## src/rtl/bcp_implication_applier_pkg.sv

```systemverilog
// Shared definitions for the BCP implication applier slice.
// Holds the controller state encoding, the default variable count and a
// constant clog2 helper used to size index and length fields.
package bcp_implication_applier_pkg;

  localparam int VAR_NUM_DEF = 8;

  typedef enum logic [1:0] {
    ST_IDLE      = 2'd0,
    ST_CONFLICT  = 2'd1,
    ST_BACKTRACK = 2'd2
  } state_e;

  // Ceiling log2 for elaboration-time sizing; returns 0 for value <= 1.
  function automatic int clog2(input int value);
    int r;
    r = 0;
    for (int i = 0; i < 31; i++) begin
      if ((1 << i) < value) begin
        r = i + 1;
      end else begin
        r = r;
      end
    end
    return r;
  endfunction

endpackage

```

## src/rtl/bcp_trail_stack.sv

```systemverilog
// LIFO holding the order in which variables were assigned.
// Ports:
//   i_clock, i_reset : clock and synchronous active-high reset (length only)
//   i_push, i_push_idx : push a variable index onto the stack
//   i_pop            : discard the top entry
//   o_top            : index currently on top (valid when o_len != 0)
//   o_len            : number of entries held
// The entry storage is never reset; only the length register is, so stale
// entries above the length are simply ignored.
module bcp_trail_stack
  import bcp_implication_applier_pkg::*;
#(
  parameter int DEPTH = 8,
  parameter int IDX_W = 3,
  parameter int LEN_W = 4
) (
  input  logic             i_clock,
  input  logic             i_reset,
  input  logic             i_push,
  input  logic [IDX_W-1:0] i_push_idx,
  input  logic             i_pop,
  output logic [IDX_W-1:0] o_top,
  output logic [LEN_W-1:0] o_len
);

  logic [IDX_W-1:0] r_mem [DEPTH];
  logic [LEN_W-1:0] r_len;
  logic [IDX_W-1:0] w_wr_ptr;
  logic [IDX_W-1:0] w_top_ptr;

  // The length never exceeds DEPTH-1 when pushing, so truncation is safe.
  assign w_wr_ptr  = IDX_W'(r_len);
  assign w_top_ptr = IDX_W'(r_len - LEN_W'(1));
  assign o_top     = r_mem[w_top_ptr];
  assign o_len     = r_len;

  // Entry storage, written on push only.
  always_ff @(posedge i_clock) begin
    if (i_push) begin
      r_mem[w_wr_ptr] <= i_push_idx;
    end
  end

  // Stack depth counter.
  always_ff @(posedge i_clock) begin
    if (i_reset) begin
      r_len <= '0;
    end else if (i_push) begin
      r_len <= r_len + LEN_W'(1);
    end else if (i_pop) begin
      r_len <= r_len - LEN_W'(1);
    end
  end

endmodule

```

## src/rtl/bcp_implication_applier.sv

```systemverilog
// Consumer end of the BCP clause-check interface.
// Applies unit implications and decisions to the free/assignment vectors,
// records each new assignment on a trail, flags contradictions as a sticky
// conflict and unwinds the trail one entry per cycle on a backtrack request.
// Ports:
//   i_clock, i_reset              : clock, synchronous active-high reset
//   i_imp_valid/o_imp_ready       : implication handshake
//   i_imp_mask, i_imp_value       : one-hot variable select and polarity
//   i_dec_valid/o_dec_ready       : decision handshake
//   i_dec_index, i_dec_value      : decided variable and polarity
//   i_bt_valid, i_bt_level        : backtrack request and target trail length
//   o_bt_done                     : one-cycle pulse when backtrack completes
//   o_conflict                    : sticky contradiction flag
//   o_err                         : one-cycle pulse on a malformed request
//   o_free, o_assignment          : per-variable state vectors
//   o_trail_len                   : current trail depth
module bcp_implication_applier
  import bcp_implication_applier_pkg::*;
#(
  parameter int VAR_NUM = VAR_NUM_DEF,
  parameter int IDX_W   = clog2(VAR_NUM),
  parameter int LEN_W   = clog2(VAR_NUM + 1)
) (
  input  logic               i_clock,
  input  logic               i_reset,
  input  logic               i_imp_valid,
  output logic               o_imp_ready,
  input  logic [VAR_NUM-1:0] i_imp_mask,
  input  logic [VAR_NUM-1:0] i_imp_value,
  input  logic               i_dec_valid,
  output logic               o_dec_ready,
  input  logic [IDX_W-1:0]   i_dec_index,
  input  logic               i_dec_value,
  input  logic               i_bt_valid,
  input  logic [LEN_W-1:0]   i_bt_level,
  output logic               o_bt_done,
  output logic               o_conflict,
  output logic               o_err,
  output logic [VAR_NUM-1:0] o_free,
  output logic [VAR_NUM-1:0] o_assignment,
  output logic [LEN_W-1:0]   o_trail_len
);

  state_e             r_state;
  logic               r_conflict;
  logic               r_bt_done;
  logic               r_err;
  logic [LEN_W-1:0]   r_target;
  logic [VAR_NUM-1:0] r_free;
  logic [VAR_NUM-1:0] r_assign;

  logic               w_imp_ready;
  logic               w_dec_ready;
  logic               w_imp_fire;
  logic               w_dec_fire;
  logic               w_req_fire;
  logic [IDX_W-1:0]   w_imp_idx;
  logic [LEN_W-1:0]   w_imp_cnt;
  logic [IDX_W:0]     w_dec_ext;
  logic [IDX_W-1:0]   w_req_idx;
  logic               w_req_val;
  logic               w_req_bad;
  logic               w_push;
  logic               w_pop;
  logic               w_pop_last;
  logic               w_bt_start;
  logic               w_bt_short;
  logic [LEN_W-1:0]   w_tgt;
  logic [LEN_W-1:0]   w_len;
  logic [IDX_W-1:0]   w_top;

  bcp_trail_stack #(
    .DEPTH (VAR_NUM),
    .IDX_W (IDX_W),
    .LEN_W (LEN_W)
  ) u_trail (
    .i_clock    (i_clock),
    .i_reset    (i_reset),
    .i_push     (w_push),
    .i_push_idx (w_req_idx),
    .i_pop      (w_pop),
    .o_top      (w_top),
    .o_len      (w_len)
  );

  // One-hot to index encoder and popcount of the implication mask.
  always_comb begin
    w_imp_idx = '0;
    w_imp_cnt = '0;
    for (int i = 0; i < VAR_NUM; i++) begin
      w_imp_cnt = w_imp_cnt + LEN_W'(i_imp_mask[i]);
      if (i_imp_mask[i]) begin
        w_imp_idx = w_imp_idx | IDX_W'(i);
      end else begin
        w_imp_idx = w_imp_idx;
      end
    end
  end

  // Handshake, request decode and trail push/pop control.
  always_comb begin
    // A backtrack request in the same cycle blocks both request channels.
    w_imp_ready = (r_state == ST_IDLE) & ~i_bt_valid;
    w_dec_ready = w_imp_ready & ~i_imp_valid;
    w_imp_fire  = i_imp_valid & w_imp_ready;
    w_dec_fire  = i_dec_valid & w_dec_ready;
    w_req_fire  = w_imp_fire | w_dec_fire;
    w_dec_ext   = {1'b0, i_dec_index};
    if (w_imp_fire) begin
      w_req_idx = w_imp_idx;
      w_req_val = |(i_imp_value & i_imp_mask);
      w_req_bad = (w_imp_cnt != LEN_W'(1));
    end else begin
      w_req_idx = i_dec_index;
      w_req_val = i_dec_value;
      w_req_bad = (w_dec_ext >= (IDX_W + 1)'(VAR_NUM));
    end
    w_push = w_req_fire & ~w_req_bad & r_free[w_req_idx];

    // The first pop happens on the cycle the request is sampled, so the
    // latency to bt_done equals the number of entries removed.
    w_bt_start = i_bt_valid & ((r_state == ST_IDLE) | (r_state == ST_CONFLICT));
    w_bt_short = w_bt_start & (i_bt_level >= w_len);
    w_tgt      = w_bt_start ? i_bt_level : r_target;
    w_pop      = (w_bt_start & ~w_bt_short) | (r_state == ST_BACKTRACK);
    w_pop_last = w_pop & ((w_len - LEN_W'(1)) == w_tgt);
  end

  // Control FSM with registered status outputs.
  always_ff @(posedge i_clock) begin
    if (i_reset) begin
      r_state    <= ST_IDLE;
      r_conflict <= 1'b0;
      r_bt_done  <= 1'b0;
      r_err      <= 1'b0;
      r_target   <= '0;
    end else begin
      r_bt_done <= 1'b0;
      r_err     <= 1'b0;
      case (r_state)
        ST_IDLE, ST_CONFLICT: begin
          if (w_bt_start) begin
            r_target <= i_bt_level;
            if (w_bt_short || w_pop_last) begin
              r_bt_done  <= 1'b1;
              r_conflict <= 1'b0;
              r_state    <= ST_IDLE;
            end else begin
              r_state <= ST_BACKTRACK;
            end
          end else if (w_req_fire) begin
            if (w_req_bad) begin
              r_err <= 1'b1;
            end else if (!r_free[w_req_idx] && (r_assign[w_req_idx] != w_req_val)) begin
              r_conflict <= 1'b1;
              r_state    <= ST_CONFLICT;
            end
          end
        end
        ST_BACKTRACK: begin
          if (w_pop_last) begin
            r_bt_done  <= 1'b1;
            r_conflict <= 1'b0;
            r_state    <= ST_IDLE;
          end
        end
        default: begin
          r_state <= ST_IDLE;
        end
      endcase
    end
  end

  // Free and assignment vectors, updated by trail push or pop.
  always_ff @(posedge i_clock) begin
    if (i_reset) begin
      r_free   <= '1;
      r_assign <= '0;
    end else if (w_push) begin
      r_free[w_req_idx]   <= 1'b0;
      r_assign[w_req_idx] <= w_req_val;
    end else if (w_pop) begin
      r_free[w_top]   <= 1'b1;
      r_assign[w_top] <= 1'b0;
    end
  end

  assign o_imp_ready  = w_imp_ready;
  assign o_dec_ready  = w_dec_ready;
  assign o_bt_done    = r_bt_done;
  assign o_conflict   = r_conflict;
  assign o_err        = r_err;
  assign o_free       = r_free;
  assign o_assignment = r_assign;
  assign o_trail_len  = w_len;

endmodule
```

## config.mk

```make
export PLATFORM = sky130hd
export DESIGN_NAME = bcp_implication_applier
export DESIGN_NICKNAME = d
export VERILOG_FILES = /design/src/rtl/bcp_implication_applier_pkg.sv /design/src/rtl/bcp_trail_stack.sv /design/src/rtl/bcp_implication_applier.sv
export SDC_FILE = /design/constraint.sdc
export NUM_CORES = 1
export LEC_CHECK = 0
export CORE_MARGIN = 2
export CORE_UTILIZATION = 53
export DETAILED_ROUTE_END_ITERATION = 10
export PLACE_DENSITY = 0.8
export SLEW_MARGIN = 20
export SYNTH_ARGS = -nofsm -noshare
export SYNTH_HDL_FRONTEND = slang
export SYNTH_SLANG_ARGS = --single-unit
export TNS_END_PERCENT = 30
```

## constraint.sdc

```tcl
create_clock -name i_clock -period 7.3 [get_ports i_clock]
set_input_delay 2.19 -clock i_clock [delete_from_list [all_inputs] [get_ports i_clock]]
set_output_delay 2.19 -clock i_clock [all_outputs]
set_load 0.02 [all_outputs]
```

* Word-level counts from Yosys, hierarchy flattened
Memory sizes are Yosys's and may differ from the RTL's.
Cells that the tools add are included.
** Cells by class
- Add/sub/neg operators :: 9
- $mul :: 0
- Div/mod/pow operators :: 0
- $lt $le $gt $ge :: 5
- Equal/unequal tests :: 10
- Shift operators :: 0
- Muxes and demuxes :: 47
- Bitwise logic cells :: 25
- Reduce and logical (&&, ||, !) cells :: 13
** Operators with widths (count)
- 8-bit two-way mux :: 4
- 8-bit AND :: 3
- 1-bit two-way mux :: 19
- 4-bit by 1-bit adder with 4-bit output :: 4
- 2-bit two-way mux :: 8
- 8-bit NOT :: 2
- 3-bit two-way mux :: 5
- 4-bit two-way mux :: 3
- 3-bit != test (second input constant) :: 4
- 1-bit AND :: 10
- 8-bit bitwise mux :: 1
- 3-bit by 4-bit < comparator with 1-bit output (second input constant) :: 2
- 8-bit OR :: 1
- 8-bit OR reduction :: 1
- 1-bit binary-select mux with 3-bit select :: 2
- 1-bit demux with 3-bit select :: 2
- 3-bit by 1-bit greater-or-equal comparator with 1-bit output (second input constant) :: 2
- 1-bit NOT :: 6
- 6-bit AND reduction :: 1
- 3-bit by 1-bit adder with 4-bit output :: 1
- 4-bit by 1-bit adder with 4-bit output (second input constant) :: 1
- 4-bit == test :: 1
- 4-bit greater-or-equal comparator :: 1
- 4-bit by 1-bit != test with 1-bit output (second input constant) :: 1
- 18 further kinds :: 24
** Word-level totals
- Bits in registers :: 29
- Latch bits :: 0
- RAM bits :: 24
- Bits in read-only memories :: 0
- Word-level logic and storage cells :: 118
- Memories kept :: 1
** Memories
- u_trail.r_mem :: words 8, width 3, rd ports 1, clocked after memory_dff 0, write ports 1, RTL line bcp_trail_stack.sv:26 : logic [IDX_W-1:0] r_mem [DEPTH];

* Depth between registers and ports, before layout
- Word-level depth :: 17
- Gate-level depth with buffers :: 17
- Gate-level depth less buffers :: 15

* By module
From an unflattened synthesis, not the netlist that was laid out.
** Second synthesis, totals
- Cell total of the unflattened synthesis :: 290
- Area, all modules :: 3055.4 µm²
** By module, submodules not included
- bcp_implication_applier :: instances 1, cells an instance 217, area an instance 1846.8 µm², seq. area each 500.5 µm²
- bcp_trail_stack :: instances 1, cells an instance 73, area an instance 1208.7 µm², seq. area each 800.8 µm²

* Least setup slack after synthesis
OpenSTA, ideal clock, no wires.
- Path kind :: input to register
- From :: input i_imp_mask[0]
- To :: memory u_trail.r_mem[2][0] (enable)
- Arrival time :: 5.663 ns
- Data required time :: 6.929 ns
- Slack :: 1.265 ns
- Stages on the path :: 16
- Cell sequence :: inv_1 -> fa_1 -> fa_1 -> fa_1 -> inv_1 -> ha_1 -> inv_1 -> fa_1 -> a211oi_1 -> mux2i_1 -> nor3b_1 -> o21a_1 -> nand3_2 -> buf_6 -> buf_2 -> nor4_1
** Between the ends
- Cells in the longest elaborated chain, start to end :: 14
** Ends and longest elaborated chain
- start: declaration :: RTL line bcp_implication_applier.sv:28 : input logic [VAR_NUM-1:0] i_imp_mask,
- 1-bit by 1-bit adder with 2-bit output :: RTL line bcp_implication_applier.sv:91 : w_imp_cnt = w_imp_cnt + LEN_W'(i_imp_mask[i]);
- 2-bit by 1-bit adder with 3-bit output :: RTL line bcp_implication_applier.sv:91
- 3-bit by 1-bit adder with 4-bit output :: RTL line bcp_implication_applier.sv:91
- 4-bit by 1-bit adder with 4-bit output (4 in series) :: RTL line bcp_implication_applier.sv:91
- 4-bit by 1-bit != test with 1-bit output :: RTL line bcp_implication_applier.sv:112 : w_req_bad = (w_imp_cnt != LEN_W'(1));
- 1-bit two-way mux :: RTL line bcp_implication_applier.sv:109 : if (w_imp_fire) begin
- 1-bit NOT :: RTL line bcp_implication_applier.sv:118 : w_push = w_req_fire & ~w_req_bad & r_free[w_req_idx];
- 1-bit AND (2 in series) :: RTL line bcp_implication_applier.sv:118
- 1-bit two-way mux :: RTL line bcp_trail_stack.sv:39 : if (i_push) begin
- 1-bit two-way mux (implied by the code) :: RTL line bcp_trail_stack.sv:40 : r_mem[w_wr_ptr] <= i_push_idx;
- end: declaration :: RTL line bcp_trail_stack.sv:26
No other way between the ends.

* Final worst setup path
Same ends and word-level chain as after synthesis.

==> metrics.txt <==
outcome=completed; Critical Path Source=i_imp_mask[0]; Tot Pwr=1.03 mW; fin crit period=6.51 ns; P_leak=1.38 nW; post-DR vias/cell=5.73; CP Max Fanout=14; Clock transition at path regs=around 0.1 ns; hold_buf cts=0; Post-synth EDFFs=24; layout cells sized above 1=0.0731; HP Start=o_free[6]; Finished Layout Cells=414; port bufs=between 50 and 60; crit path DAT=6.46 ns; clock share of power=0.168; Worst slew margin=0.337; top_reg_cell synth=dfxtp_1; routed length per instance=16.3 um; final wirelength=6750 um; Syn Nets=around 340; Longest Clk Path Bufs=2; startpoint types=primary input; final slew viol count=0; total grt overflow=0; drt first pass iters=4; Final Skew=0.00715 ns; final instance area=~0.0036 sq mm; Die Wd=roughly 79 um; placer congestion estimate=0.820; Final Hold Fails=0; n_diodes=0; Syn Std Cell Area=0.00297 sq mm; IO Count=54; # setup viols final=0; CTS tree=built; Placed Area=0.00353 sq mm; P&R area growth vs syn=22.1%; Initial Util=0.543; Post-Place Setup Slack=0.521 ns; RSZ-0062 raised after global routing=false; maxcap violations=0; H-tree lvl count=2; flops & latches, synth=53; fillcell total=460; HP Class=register to register; core area=between 0.005 and 0.006 sq mm; Final TNS setup=0 ns; clock sinks=53; logic gate share of total power=0.467; critical path capture point type=register; final core occ=0.663; die area=just over 0.006 sq mm; fmax=~150 MHz; CTS root buf=clkbuf_8; post-synth cell types=57; GRT Total Usage=0.231; Routed Antenna Nets=0; die outline height=78.9 um; vias in the first global route=2436; worst hold slack=~0.48 ns; post-CTS setup buffers=0; Synth async-reset ratio=0; measured slew at the worst slew-check pin=about 1 ns; first-pass GRT wire length=11200 um; initial antenna violation count=0; crit path kind=primary input to register; setup slack after layout=0.794 ns; cts repair resizes=0; maximum vdd drop=roughly 0.00014 V; largest net degree at the start of global routing=27; WP data required=roughly 7.3 ns; Post-Syn Instances=293; Detailed Route Iter0 Violations=143; placed cells=406; Int Power=0.620 mW; power per standard cell area=around 280 mW/mm^2; Psw=0.407 mW; sequential fraction of the synthesis area=0.438; row count=27; DP HPWL=5070 um; Switching Share=0.396; syn avg cell area=10.1 sq um; worst skew pair latency=0.31 ns; Num CTS Buffers=5; Yosys warnings=0; Layout Nets=between 300 and 400; via count=2373; crit share post-route=0.891; Seq pwr share=0.365; DRC=0; R2R Path Start=r_state[1]
[path summary, 6_finish.rpt]
kind | slack (ns) | endpoint | cells after the start
min reg2reg | 0.48 | o_free[6] | 2
max reg2reg | 3.68 | u_trail.r_mem[2][0] | 8
min | 0.48 | o_free[6] | 2
max | 0.79 | u_trail.r_mem[2][0] | 15
[cell type report]
class	instances	area, sq um	area share
multi-input combinational	199	1500	0.412
clock buffer	5	68.8	0.0190
sequential	53	1300	0.359
inverter	27	101	0.0279
timing repair buffer	55	546	0.150
clock inverter	3	25.0	0.00690
tap	72	90.1	0.0248
[synthesized netlist by cell type, types with 2 or more instances]
| cell type | n | area [sq um] |
|---|---|---|
| mux2_2 | 2 | 22.5 |
| nor2b_1 | 5 | 31.3 |
| nand4_1 | 2 | 12.5 |
| a211oi_1 | 2 | 15.0 |
| mux2_1 | 3 | 33.8 |
| nand2_1 | 31 | 116 |
| dfxtp_1 | 29 | 581 |
| xnor2_1 | 4 | 35.0 |
| clkbuf_1 | 9 | 33.8 |
| xor2_1 | 3 | 26.3 |
| nor3_1 | 11 | 55.1 |
| o21ai_0 | 4 | 20.0 |
| mux2i_1 | 20 | 200 |
| nand2b_1 | 2 | 12.5 |
| a32oi_2 | 2 | 32.5 |
| nor4_1 | 7 | 43.8 |
| nand3_1 | 3 | 15.0 |
| buf_6 | 2 | 22.5 |
| o32a_1 | 2 | 20.0 |
| ha_1 | 9 | 113 |
| o32ai_1 | 3 | 26.3 |
| edfxtp_1 | 24 | 721 |
| a22oi_1 | 2 | 15.0 |
| inv_1 | 27 | 101 |
| a21oi_1 | 16 | 80.1 |
| o21ai_1 | 8 | 40.0 |
| nor2_1 | 21 | 78.8 |
| fa_1 | 4 | 80.1 |
| a31o_1 | 2 | 17.5 |
| a21bo_1 | 2 | 20.0 |
| mux4_2 | 6 | 135 |
[power groups by stage]
stage | clock network [mW] | logic [mW] | registers [mW]
2_1_floorplan | 0 | 0.351 | 0.376
3_3_place_gp | 0 | 0.464 | 0.381
3_5_place_dp | 0 | 0.476 | 0.382
4_1_cts | 0.174 | 0.478 | 0.375
5_1_grt | 0.188 | 0.526 | 0.381
6_report | 0.173 | 0.479 | 0.375
[sequential cells by signal (all words and copies together) (netlist names)]
register	flops
r_state	2
r_target	4
u_trail.o_len	4
o_assignment	8
o_free	8
o_err	1
u_trail.r_mem	24
o_conflict	1
o_bt_done	1
[routing by layer]
metal / vias up / track usage / routed length, um
met5: - / 0 / 0
li1: 1154 / - / -
met3: 9 / 0.0398 / 276
met1: 1143 / 0.294 / 3000
met4: 0 / 0.0931 / 110
met2: 67 / 0.391 / 3360
[kinds of logic after synthesis]
| kind of cell | count (synthesis) | synth area share |
|---|---|---|
| fa+ha+maj | 13 | 0.0648 |
| mux | 31 | 0.132 |
| flops | 53 | 0.438 |
| compound gates | 55 | 0.128 |
| simple gates | 93 | 0.158 |
| buf+inv | 41 | 0.0585 |
| xor+xnor | 7 | 0.0206 |
[critical path, stage by stage]
cell and delay [ns]:
clkdlybuf4s50_1 0.49, inv_1 0.07, fa_1 0.55, fa_1 0.43, fa_1 0.43, inv_1 0.06
ha_1 0.15, inv_1 0.06, fa_1 0.39, a211oi_1 0.24, mux2i_1 0.13, nor3b_1 0.21
o21a_1 0.21, nand3_2 0.28, nor4_1 0.56
[cell usage in the layout (no fill, tap or decap), drive strengths merged, types with 4 or more instances in the layout]
master         count
clkdlybuf4s50     53
nand2             31
dfxtp             29
inv               28
edfxtp            24
nor2              21
mux2i             20
a21oi             16
o21ai             12
nor3              11
ha                 9
nor4               7
mux4               6
nor2b              5
clkbuf             5
mux2               5
xnor2              4
fa                 4
nand3              4
(Power assumes the default switching activity.)
